## src/rtl/leb128_stream_decoder_if.sv

```systemverilog
// rtl/leb128_stream_decoder_if.sv - byte-in / value-out handshake bundle for the LEB128 decoder
interface leb128_stream_decoder_if #(
    parameter int W = 32
);
    logic [7:0]   i_data;
    logic         i_valid;
    logic         i_ready;
    logic [W-1:0] o_data;
    logic [3:0]   o_len;
    logic         o_err;
    logic         o_valid;
    logic         o_ready;

    modport master (
        output i_data, i_valid, o_ready,
        input  i_ready, o_data, o_len, o_err, o_valid
    );

    modport slave (
        input  i_data, i_valid, o_ready,
        output i_ready, o_data, o_len, o_err, o_valid
    );
endinterface

```

## src/rtl/leb128_stream_decoder.sv

```systemverilog
// rtl/leb128_stream_decoder.sv - byte-serial LEB128/SLEB128 decoder; LEB128_OVERFLOW_CHECK_EN enables o_err
module leb128_stream_decoder #(
    parameter int W      = 32,
    parameter bit SIGNED = 1'b0
) (
    input logic                    clk,
    input logic                    rst,
    leb128_stream_decoder_if.slave bus
);
    localparam int         MAXB   = (W + 6) / 7;
    localparam logic [3:0] MAXB_L = 4'(MAXB);

    typedef enum logic [1:0] {IDLE, ACC, SKIP} state_t;

    state_t       state;
    logic [W-1:0] acc;
    logic [3:0]   k;
    logic         err;

    logic [W-1:0] o_data_r;
    logic [3:0]   o_len_r;
    logic         o_err_r;
    logic         o_valid_r;

    logic         accept;
    logic         cont;
    logic         in_skip;
    logic [6:0]   chunk;
    logic [3:0]   k_nxt;
    logic [W-1:0] placed;
    logic [W-1:0] acc_nxt;
    logic [W-1:0] ext_mask;
    logic [W-1:0] final_val;
    logic         byte_err;
    int           sh;
    int           sh_ext;

    assign bus.i_ready = ~o_valid_r | bus.o_ready;
    assign bus.o_data  = o_data_r;
    assign bus.o_len   = o_len_r;
    assign bus.o_err   = o_err_r;
    assign bus.o_valid = o_valid_r;

    assign accept  = bus.i_valid & bus.i_ready;
    assign cont    = bus.i_data[7];
    assign chunk   = bus.i_data[6:0];
    assign in_skip = (state == SKIP);

    always_comb begin
        sh        = 7 * int'(k);
        sh_ext    = 7 * (int'(k) + 1);
        k_nxt     = (k == 4'd15) ? k : k + 4'd1;
        // Chunk bits shifted past W-1 fall off the top of the word.
        placed    = {{(W-7){1'b0}}, chunk} << sh;
        acc_nxt   = in_skip ? acc : (acc | placed);
        // A shift of W or more yields zero, so no extension once the word is full.
        ext_mask  = {W{1'b1}} << sh_ext;
        final_val = acc_nxt;
        if (SIGNED && !in_skip && chunk[6]) begin
            final_val = acc_nxt | ext_mask;
        end
    end

`ifdef LEB128_OVERFLOW_CHECK_EN
    localparam int         REM     = W - 7 * (MAXB - 1);
    localparam logic [6:0] HI_MASK = 7'(7'h7F << REM);

    logic last_idx;
    assign last_idx = ~in_skip & (k == MAXB_L - 4'd1);

    always_comb begin
        byte_err = 1'b0;
        if (accept) begin
            if (in_skip) begin
                byte_err = 1'b1;
            end else if (last_idx) begin
                if (cont) begin
                    byte_err = 1'b1;
                end
                // Bits of the final chunk above W-1 must be zero, or copies of the sign bit.
                if (SIGNED) begin
                    if ((chunk & HI_MASK) != (chunk[REM-1] ? HI_MASK : 7'd0)) begin
                        byte_err = 1'b1;
                    end
                end else if ((chunk & HI_MASK) != 7'd0) begin
                    byte_err = 1'b1;
                end
            end
        end
    end
`else
    assign byte_err = 1'b0;
`endif

    always_ff @(posedge clk or posedge rst) begin
        if (rst) begin
            state     <= IDLE;
            acc       <= '0;
            k         <= '0;
            err       <= 1'b0;
            o_data_r  <= '0;
            o_len_r   <= '0;
            o_err_r   <= 1'b0;
            o_valid_r <= 1'b0;
        end else begin
            if (accept && cont) begin
                acc <= acc_nxt;
                k   <= k_nxt;
                err <= err | byte_err;
                if (in_skip || (k_nxt == MAXB_L)) begin
                    state <= SKIP;
                end else begin
                    state <= ACC;
                end
            end else if (accept) begin
                o_data_r  <= final_val;
                o_len_r   <= k_nxt;
                o_err_r   <= err | byte_err;
                o_valid_r <= 1'b1;
                acc       <= '0;
                k         <= '0;
                err       <= 1'b0;
                state     <= IDLE;
            end

            if (!(accept && !cont) && o_valid_r && bus.o_ready) begin
                o_valid_r <= 1'b0;
            end
        end
    end
endmodule

```

## src/flat_wrapper.sv

```systemverilog
// flat-port wrapper written by rule: the top's interface ports become plain ports
module leb128_stream_decoder_flat 
#(
    parameter int W      = 32,
    parameter bit SIGNED = 1'b0
)
  (clk, rst, bus_i_data, bus_i_valid, bus_o_ready, bus_i_ready, bus_o_data, bus_o_len, bus_o_err, bus_o_valid);
  leb128_stream_decoder_if #(.W(W)) bus_i ();
  input logic clk;
  input logic rst;
  input wire logic [$bits(bus_i.i_data)-1:0] bus_i_data;
  input wire logic [$bits(bus_i.i_valid)-1:0] bus_i_valid;
  input wire logic [$bits(bus_i.o_ready)-1:0] bus_o_ready;
  output wire logic [$bits(bus_i.i_ready)-1:0] bus_i_ready;
  output wire logic [$bits(bus_i.o_data)-1:0] bus_o_data;
  output wire logic [$bits(bus_i.o_len)-1:0] bus_o_len;
  output wire logic [$bits(bus_i.o_err)-1:0] bus_o_err;
  output wire logic [$bits(bus_i.o_valid)-1:0] bus_o_valid;
  assign bus_i.i_data = bus_i_data;
  assign bus_i.i_valid = bus_i_valid;
  assign bus_i.o_ready = bus_o_ready;
  assign bus_i_ready = bus_i.i_ready;
  assign bus_o_data = bus_i.o_data;
  assign bus_o_len = bus_i.o_len;
  assign bus_o_err = bus_i.o_err;
  assign bus_o_valid = bus_i.o_valid;
  leb128_stream_decoder #(.W(W), .SIGNED(SIGNED)) u_core (.clk(clk), .rst(rst), .bus(bus_i));
endmodule
```

## config.mk

```make
export PLATFORM = sky130hd
export DESIGN_NAME = leb128_stream_decoder_flat
export DESIGN_NICKNAME = d
export VERILOG_FILES = /design/src/rtl/leb128_stream_decoder_if.sv /design/src/rtl/leb128_stream_decoder.sv /design/src/flat_wrapper.sv
export SDC_FILE = /design/constraint.sdc
export NUM_CORES = 1
export LEC_CHECK = 0
export CAP_MARGIN = 25
export CORE_UTILIZATION = 53
export DETAILED_ROUTE_END_ITERATION = 7
export MAX_ROUTING_LAYER = met4
export PLACE_DENSITY = 0.79
export SLEW_MARGIN = 20
export SYNTH_ARGS = -nofsm -noshare
export SYNTH_HDL_FRONTEND = slang
export SYNTH_SLANG_ARGS = --single-unit
```

## constraint.sdc

```tcl
create_clock -name clk -period 3.35 [get_ports clk]
set_input_delay 0.67 -clock clk [delete_from_list [all_inputs] [get_ports clk]]
set_output_delay 0.67 -clock clk [all_outputs]
set_load 0.02 [all_outputs]
```

==> results.yml, run 1 <==
status:
  status: "finished, final reports clean"
worst_setup_path:
  cp_max_fo: 7
  critPathMostFrequentCell: "clkdlybuf4s50_1"
  max_stage_delay_ns: 0.64
  critPathSlowestCell: "clkdlybuf4s50_1"
  start_kind: "input port"
  path_cells: "clkdlybuf4s50_1 -> nand2b_1 -> clkdlybuf4s50_1"
  crit_required_ns: 2.68
  cp-end-kind: "primary output"
  cp_data_arrival_time_ns: 1.97
  critPathKind: "in -> out"
die:
  pin_count: 51
  die_y_um: 79.94
  coreArea_mm2: 0.005886
  fp.dieArea_mm2: 0.006390
  die_x_um: 79.94
  rows: 28
  start_util_pct: 54.70
yosys:
  netlist_area_mm2: 0.003219
  synth_area_per_cell_um2: 9.936
  synth-seq-area-share_pct: 58.30
  synth_nets: 337
  ys_async_sr_fraction_pct: 100.0
  netlist.area_leader.share_pct: 58.30
  synth.area.top_cells: "dfrtp_1 (58%), a21oi_1 (9.5%), nor2_1 (8.2%), a31oi_1 (6.2%), nor4b_4 (2.2%)"
  synth.distinct_cells: 33
  ys.flop_type: "dfrtp_1"
  synth_edf_count: 0
  yosysWarnings: 0
  yosys.area.top_type: "dfrtp_1"
  synth_seq_cells: 75
  synthCells: 324
cts:
  cts_root_buf: "clkbuf_8"
  post_cts_resized: 0
  post_cts_buffers: 0
  worstSkewPairLatency_ns: 0.35
  clk_pin_slew_ns: 0.07
  cts_num_sinks: 75
  cts_buffers: 9
  htreeDepth: 3
  cts_tree: "done"
  cts_hold_buf: 0
  cts_buffer_depth: 2
place:
  routabilityCongestion: 0.8085
  portBuffers: 49
  dp_slack_ns: 0.7047
  hpwl_mm: 4.311
drt:
  wl_per_cell_um: 15.88
  drt-total-wl_mm: 7.001
  vias_per_cell: 5.769
  drc: 0
  via_count: 2544
  drtIter0Drc: 281
  antenna_left: 0
  first_pass_iters: 5
grt:
  grt_max_degree: 97
  overflow: 0
  antenna_found_initial: 0
  grt_pass1_wl_mm: 11.47
  grt_pass1_vias: 2456
  track_usage_pct: 24.86
sta:
  min_period_over_period_pct: 78.86
  layout_min_cycle_time_ns: 2.642
  slew_violations: 0
  final.setup.tns_ns: 0
  fmax_mhz: 378.5
  skew_ns: 0.009783
  hold_viol_final: 0
  max-slew-margin-rel_pct: 47.83
  rsz0062_at_grt: "no"
  tightest_slew_ns: 0.7793
  finalSetupViolCount: 0
  worst_slack_ns: 0.7083
cells_and_area:
  nets: 376
  antenna_cells: 0
  area_growth_pct: 23.47
  fill_cells: 454
  drive_gt1_share_pct: 8.743
power:
  power.internal_mw: 2.001
  p_clk_share_pct: 30.5
  p_sw_share_pct: 30.93
  leakage_nw: 1.712
  power_switching_mw: 0.8960
  comb_power_share_pct: 27.8
  power_density_mw_per_mm2: 728.7
  p_seq_share_pct: 41.6
  peakVddDrop_uv: 390.3
run:
  cap_violations: 0
worst_hold_path:
  hold_path_class: "reg -> reg"
-- flip-flops by register name, summed over array words and instances, names as in the netlist --
register and count:
u_core.state 2, u_core.bus.o_len 4, u_core.bus.o_data 32, u_core.bus.o_valid 1, u_core.k 4, u_core.acc 32
-- cells by family after synthesis --
kind of cell | share of synthesized area (%)
AOI/OAI and AO/OA | 19.04
xor gates and xnor gates | 0.5442
and+or+nand+nor | 16.29
buffers and inverters | 4.702
muxes | 0.6219
DFF | 58.30
adders and majority gates | 0.3886
other | 0.1165
-- metrics by stage --
stage / power, mW / std cells / cell area, um^2 / util [%] / hold slack (ns)
after global routing: 3.043 / 441 / 3975 / 67.54 / 0.5238
after detailed placement: 2.019 / 427 / 3724 / 63.27 / 0.4717
after floorplan: 1.709 / 324 / 3219 / - / 0.4633
final: 2.897 / 441 / 3975 / 67.54 / 0.4842
after CTS: 2.911 / 441 / 3975 / 67.54 / 0.4917
after global placement: 1.993 / 427 / 3724 / 63.27 / 0.4637
-- Yosys cell counts, types with 3 or more instances --
cell type and instances:
a31oi_1 32, nor2b_1 5, nand2b_1 3, nand3_1 4, inv_1 4, clkbuf_1 9
dfrtp_1 75, o21ai_0 7, a21oi_2 6, clkbuf_2 3, nand2_1 10, a21oi_1 61
nor4b_4 3, buf_2 7, nor2_1 70, buf_6 3
-- cells in the final DEF, fill, tap and decap left out, types with 3 or more instances in the layout --
master | netlist | routed
dfrtp_1 | 75 | 75
o21ai_0 | 7 | 7
nand2b_1 | 3 | 3
a21oi_1 | 61 | 61
nor2_1 | 70 | 70
bufinv_16 | 0 | 4
nor2b_1 | 5 | 5
clkbuf_8 | 0 | 9
nor4b_4 | 3 | 3
clkdlybuf4s50_1 | 0 | 49
inv_1 | 4 | 3
nand3_1 | 4 | 4
a21oi_2 | 6 | 6
nand2_1 | 10 | 10
a31oi_1 | 32 | 32
-- final timing paths --
check	startpoint	endpoint	slack, ns	depth (start not counted)
worst max-delay path	bus_o_ready	bus_i_ready	0.71	3
worst min-delay path	u_core.bus.o_len[3]	u_core.bus.o_len[3]	0.48	2
max in group asynchronous	rst	u_core.acc[2]	1.95	3
worst min register to register	u_core.bus.o_len[3]	u_core.bus.o_len[3]	0.48	2
min in group asynchronous	rst	u_core.bus.o_data[11]	0.73	2
worst max register to register	u_core.k[3]	u_core.bus.o_data[10]	1.25	4
-- area by class of cell --
type / instances / area (um^2) / share of cell area, %
clock inverters: 5 / 127.6 / 3.211
clock buffers: 9 / 123.9 / 3.116
inverters: 4 / 15.01 / 0.3777
well taps: 75 / 93.84 / 2.361
multi-input cells: 220 / 1192 / 30.00
repair buffers: 53 / 545.5 / 13.72
flip-flops and latches: 75 / 1877 / 47.21
-- critical path: cells and delay by family --
family,cells,cell delay [ns]
buffers and inverters,2,1.08
and+or+nand+nor,1,0.21
-- layer usage --
| metal | global-route usage (%) | routed length, um | vias to the layer above |
|---|---|---|---|
| li1 | - | - | 1198 |
| met1 | 31.19 | 2928 | 1244 |
| met2 | 38.97 | 3563 | 84 |
| met3 | 3.314 | 345 | 18 |
| met4 | 14.11 | 165 | 0 |
| met5 | - | 0 | - |
-- power groups by stage --
stage / sequential (mW) / clock (mW) / combinational [mW]
floorplan: 1.32 / 0 / 0.390
global placement: 1.21 / 0 / 0.779
detailed placement: 1.22 / 0 / 0.798
CTS: 1.21 / 0.892 / 0.812
global route: 1.23 / 0.929 / 0.886
finish: 1.21 / 0.884 / 0.807
Power figures use the tool's default switching activity.
==> run 2: changes to the inputs <==
clock period = 2.6 ns   (was 3.35 ns; I/O delays follow)
==> run 2 against run 1 <==
Setup slack lost 0.31 ns. Global-route usage fell by 0.88 points. Design area is 0.79% higher. First-iteration DRC count is 37% lower.
==> results.yml, run 2 (synthesis results as in run 1) <==
cells_and_area:
  layout_commonest_cell: "dfrtp_1"
  multi_input_area_mm2: 0.001195
  fill_cells: 455
  final_cell_mix: "dfrtp_1 (75), nor2_1 (70), a21oi_1 (61)"
  final_cells: 447
  ff_latch_area_mm2: 0.001877
  antenna_cells: 0
  post-route-util_pct: 68.07
  area_growth_pct: 24.45
  nets: 380
  drive_gt1_share_pct: 10.48
sta:
  holdWs_ns: 0.4102
  tightest_slew_ns: 0.6609
  max-slew-margin-rel_pct: 55.74
  worst_slack_ns: 0.4007
  final.setup.tns_ns: 0
  min_period_over_period_pct: 84.59
  slew_violations: 0
  rsz0062_at_grt: "no"
  finalSetupViolCount: 0
  skew_ns: 0.01186
  layout_min_cycle_time_ns: 2.199
  hold_viol_final: 0
  fmax_mhz: 454.7
worst_setup_path:
  cp_data_arrival_time_ns: 1.68
  crit_buf_inv: 2
  path_cells: "clkdlybuf4s50_1 -> nand2b_1 -> clkdlybuf4s50_1"
  crit_family: "buffers and inverters"
  crit_required_ns: 2.08
  worstSetupPathDepth: 3
  cp-end-kind: "primary output"
  critPathMostFrequentCell: "clkdlybuf4s50_1"
  critPathSlowestCell: "clkdlybuf4s50_1"
  r2r_cells: 4
  critPathKind: "in -> out"
  startpoint: "bus_o_ready"
  start_kind: "input port"
  max_stage_delay_ns: 0.60
  regToRegStartpoint: "u_core.k[0]"
  cp_max_fo: 2
place:
  portBuffers: 49
  routabilityCongestion: 0.8531
  dp_slack_ns: 0.4000
  dp_cells: 431
  hpwl_mm: 4.548
cts:
  post_cts_buffers: 0
  cts_num_sinks: 75
  htreeDepth: 3
  cts_buffers: 9
  cts_buffer_depth: 2
  post_cts_resized: 0
  cts_hold_buf: 0
  clk_pin_slew_ns: 0.08
  cts_tree: "done"
  cts_root_buf: "clkbuf_8"
  worstSkewPairLatency_ns: 0.34
drt:
  antenna_left: 0
  drc: 0
  drtIter0Drc: 177
  drt-total-wl_mm: 6.856
  vias_per_cell: 5.691
  first_pass_iters: 4
  via_count: 2544
  wl_per_cell_um: 15.34
power:
  peakVddDrop_uv: 492.6
  leakage_nw: 1.736
  power_density_mw_per_mm2: 922.6
die:
  pin_count: 51
  start_util_pct: 54.70
  rows: 28
  coreArea_mm2: 0.005886
  fp.dieArea_mm2: 0.006390
  die_x_um: 79.94
  die_y_um: 79.94
grt:
  antenna_found_initial: 0
  grt_pass1_vias: 2416
  grt_pass1_wl_mm: 11.23
  track_usage_pct: 23.98
  overflow: 0
  grt_max_degree: 93
run:
  cap_violations: 0
worst_hold_path:
  hold_path_class: "in -> async"
status:
  status: "finished, final reports clean"
==> run 2: through the flow <==
| step | instance area, um^2 | power (mW) |
|---|---|---|
| 6_report | 4006 | 3.696 |
| 5_1_grt | 4006 | 3.881 |
| 4_1_cts | 4004 | 3.722 |
| 3_5_place_dp | 3754 | 2.614 |
| 3_3_place_gp | 3754 | 2.577 |
| 2_1_floorplan | 3219 | 2.202 |
==> run 2: layout make-up <==
type | count | share of cell area [%]
Sequential cell | 75 | 46.85
Clock buffer | 10 | 3.435
Timing Repair Buffer | 57 | 14.37
Tap cell | 75 | 2.342
Multi-Input combinational cell | 220 | 29.83
Clock inverter | 6 | 2.811
Inverter | 4 | 0.3748
==> run 2: final timing paths <==
path	slack, ns	to
max	0.40	bus_i_ready
min	0.41	u_core.bus.o_data[28]
max reg2reg	0.74	u_core.state[0]
min reg2reg	0.49	u_core.bus.o_len[3]
max in group asynchronous	1.63	u_core.acc[15]
min in group clk	0.49	u_core.bus.o_len[3]
==> run 2: worst register-to-register path, cell delays in order (launching register included) <==
cell and delay [ns]:
dfrtp_1 0.67, ha_1 0.35, or4_1 0.55, nand2_1 0.09, a2bb2oi_1 0.07
==> run 2: report_power, final <==
part	switching, mW	leakage [nW]	internal [mW]
Combinational	0.579	0.665	0.465
Sequential	0.158	0.944	1.40
Clock	0.433	0.126	0.665
Total	1.17	1.74	2.53
==> run 2: layer usage <==
metal,track usage (%),routed length (um),up-vias
li1,-,-,1222
met1,30.55,3087,1242
met2,37.09,3394,68
met3,4.914,266,12
met4,10.89,108,0
met5,-,0,-
==> run 3: changes to the inputs <==
clock period = 2.2 ns   (was 2.6 ns; I/O delays follow)
==> run 3 against run 2 <==
Combinational power is 19% higher. Clock skew down 0.0078 ns. Wire length fell by 4.9%. Sequential cell count is the same. Register-to-register slack got worse by 0.40 ns. Global-route usage decreased by 0.15 points. Sequential power up 18%. Final cell count rose by 0.45%.
==> results.yml, run 3 (synthesis results as in run 1) <==
cells_and_area:
  antenna_cells: 0
  drive_gt1_share_pct: 10.16
  final_cell_mix: "dfrtp_1 (75), nor2_1 (70), a21oi_1 (61)"
  fill_cells: 464
  layout_commonest_cell: "dfrtp_1"
  area_growth_pct: 23.01
  nets: 382
  post-route-util_pct: 67.28
grt:
  overflow: 0
  track_usage_pct: 23.83
  grt_max_degree: 78
  grt_pass1_wl_mm: 11.19
  antenna_found_initial: 0
  grt_pass1_vias: 2346
sta:
  finalSetupViolCount: 0
  fmax_mhz: 490.9
  layout_min_cycle_time_ns: 2.037
  final.setup.tns_ns: 0
  tightest_slew_ns: 0.6402
  skew_ns: 0.004020
  hold_viol_final: 0
  max-slew-margin-rel_pct: 57.13
  min_period_over_period_pct: 92.60
  rsz0062_at_grt: "no"
  slew_violations: 0
drt:
  drtIter0Drc: 259
  antenna_left: 0
  via_count: 2531
  first_pass_iters: 4
  drc: 0
  wl_per_cell_um: 14.52
  drt-total-wl_mm: 6.520
  vias_per_cell: 5.637
cts:
  cts_hold_buf: 0
  htreeDepth: 3
  worstSkewPairLatency_ns: 0.34
  post_cts_resized: 0
  clk_pin_slew_ns: 0.07
  cts_root_buf: "clkbuf_8"
  cts_buffer_depth: 2
  cts_buffers: 9
  cts_tree: "done"
  cts_num_sinks: 75
  post_cts_buffers: 0
worst_setup_path:
  critPathKind: "in -> out"
  worst_r2r_endpoint: "u_core.bus.o_data[27]"
  critPathSlowestCell: "clkdlybuf4s50_1"
  reg2reg_slack_ns: 0.34
  start_kind: "input port"
  r2r_cells: 4
  cp-end-kind: "primary output"
  regToRegStartpoint: "u_core.k[3]"
  cp_max_fo: 2
  critPathMostFrequentCell: "clkdlybuf4s50_1"
  crit_required_ns: 1.76
  path_cells: "clkdlybuf4s50_1 -> nand2b_1 -> clkdlybuf4s50_1"
  cp_data_arrival_time_ns: 1.60
  max_stage_delay_ns: 0.60
power:
  comb_power_share_pct: 31.0
  leakage_nw: 1.710
  peakVddDrop_uv: 498.5
  p_clk_share_pct: 23.3
  p_sw_share_pct: 32.88
  p_seq_share_pct: 45.8
  power_density_mw_per_mm2: 1008
  power_switching_mw: 1.312
  power.internal_mw: 2.678
  report.power.total_mw: 3.990
die:
  rows: 28
  die_x_um: 79.94
  start_util_pct: 54.70
  pin_count: 51
  fp.dieArea_mm2: 0.006390
  die_y_um: 79.94
  coreArea_mm2: 0.005886
run:
  cap_violations: 0
worst_hold_path:
  hold_path_class: "reg -> reg"
  worst_hold_path.endpoint: "u_core.bus.o_len[1]"
  hp-start: "u_core.bus.o_len[1]"
  whs_path_depth: 2
status:
  status: "finished, final reports clean"
place:
  routabilityCongestion: 0.8600
  hpwl_mm: 4.237
  portBuffers: 49
run 3: cell count changes in the layout (fill, tap and decap cells not counted), sizes merged:
| cell | previous run | this run |
|---|---|---|
| bufinv | 3 | 0 |
| buf | 8 | 10 |
| inv | 4 | 3 |
| clkinv | 3 | 2 |
| clkbuf | 10 | 14 |
| clkinvlp | 0 | 1 |
run 3: power groups by stage:
| stage | logic [mW] | clock network, mW | registers (mW) |
|---|---|---|---|
| 2_1_floorplan | 0.595 | 0 | 2.01 |
| 3_3_place_gp | 1.21 | 0 | 1.84 |
| 3_5_place_dp | 1.24 | 0 | 1.85 |
| 4_1_cts | 1.24 | 0.953 | 1.83 |
| 5_1_grt | 1.36 | 1.02 | 1.86 |
| 6_report | 1.24 | 0.928 | 1.83 |
run 3: worst max-delay path: cells and delay by family:
kind / cells / cell delay [ns]
buffers and inverters: 2 / 1.05
AND/OR/NAND/NOR: 1 / 0.11
run 3: final cells by class:
class / instances / area [um^2] / share of cell area (%)
Clock inverter: 2 / 10.01 / 0.2528
Sequential cell: 75 / 1877 / 47.39
Timing Repair Buffer: 59 / 603.1 / 15.23
Clock buffer: 14 / 162.7 / 4.107
Multi-Input combinational cell: 220 / 1195 / 30.17
Tap cell: 75 / 93.84 / 2.370
Inverter: 4 / 18.77 / 0.4739
run 3: per-layer routing:
| layer | GRT usage, % | up-vias | share of wire, % |
|---|---|---|---|
| li1 | - | 1217 | - |
| met1 | 33.82 | 1232 | 46 |
| met2 | 33.93 | 74 | 48 |
| met3 | 3.543 | 8 | 4.5 |
| met4 | 11.07 | 0 | 1.3 |
| met5 | - | - | 0 |
run 3: worst max path at each step:
| stage | start | endpoint | depth (start not counted) |
|---|---|---|---|
| after detailed placement | bus_o_ready | bus_i_ready | 3 |
| after floorplan | u_core.bus.o_valid | u_core.bus.o_data[10] | 6 |
| final | bus_o_ready | bus_i_ready | 3 |
| after CTS | bus_o_ready | bus_i_ready | 3 |
| after global routing | bus_o_ready | bus_i_ready | 3 |
| after global placement | bus_o_ready | bus_i_ready | 3 |
run 3: per-stage QoR:
stage / area [um^2] / std cells / hold WS [ns] / setup WS [ns]
2_1_floorplan: 3223 / 324 / 0.4633 / 0.5002
3_3_place_gp: 3785 / 433 / 0.4679 / 0.1620
3_5_place_dp: 3785 / 433 / 0.4730 / 0.1636
4_1_cts: 3958 / 449 / 0.4887 / 0.1515
5_1_grt: 3960 / 449 / 0.5043 / 0.1055
6_report: 3960 / 449 / 0.4869 / 0.1628
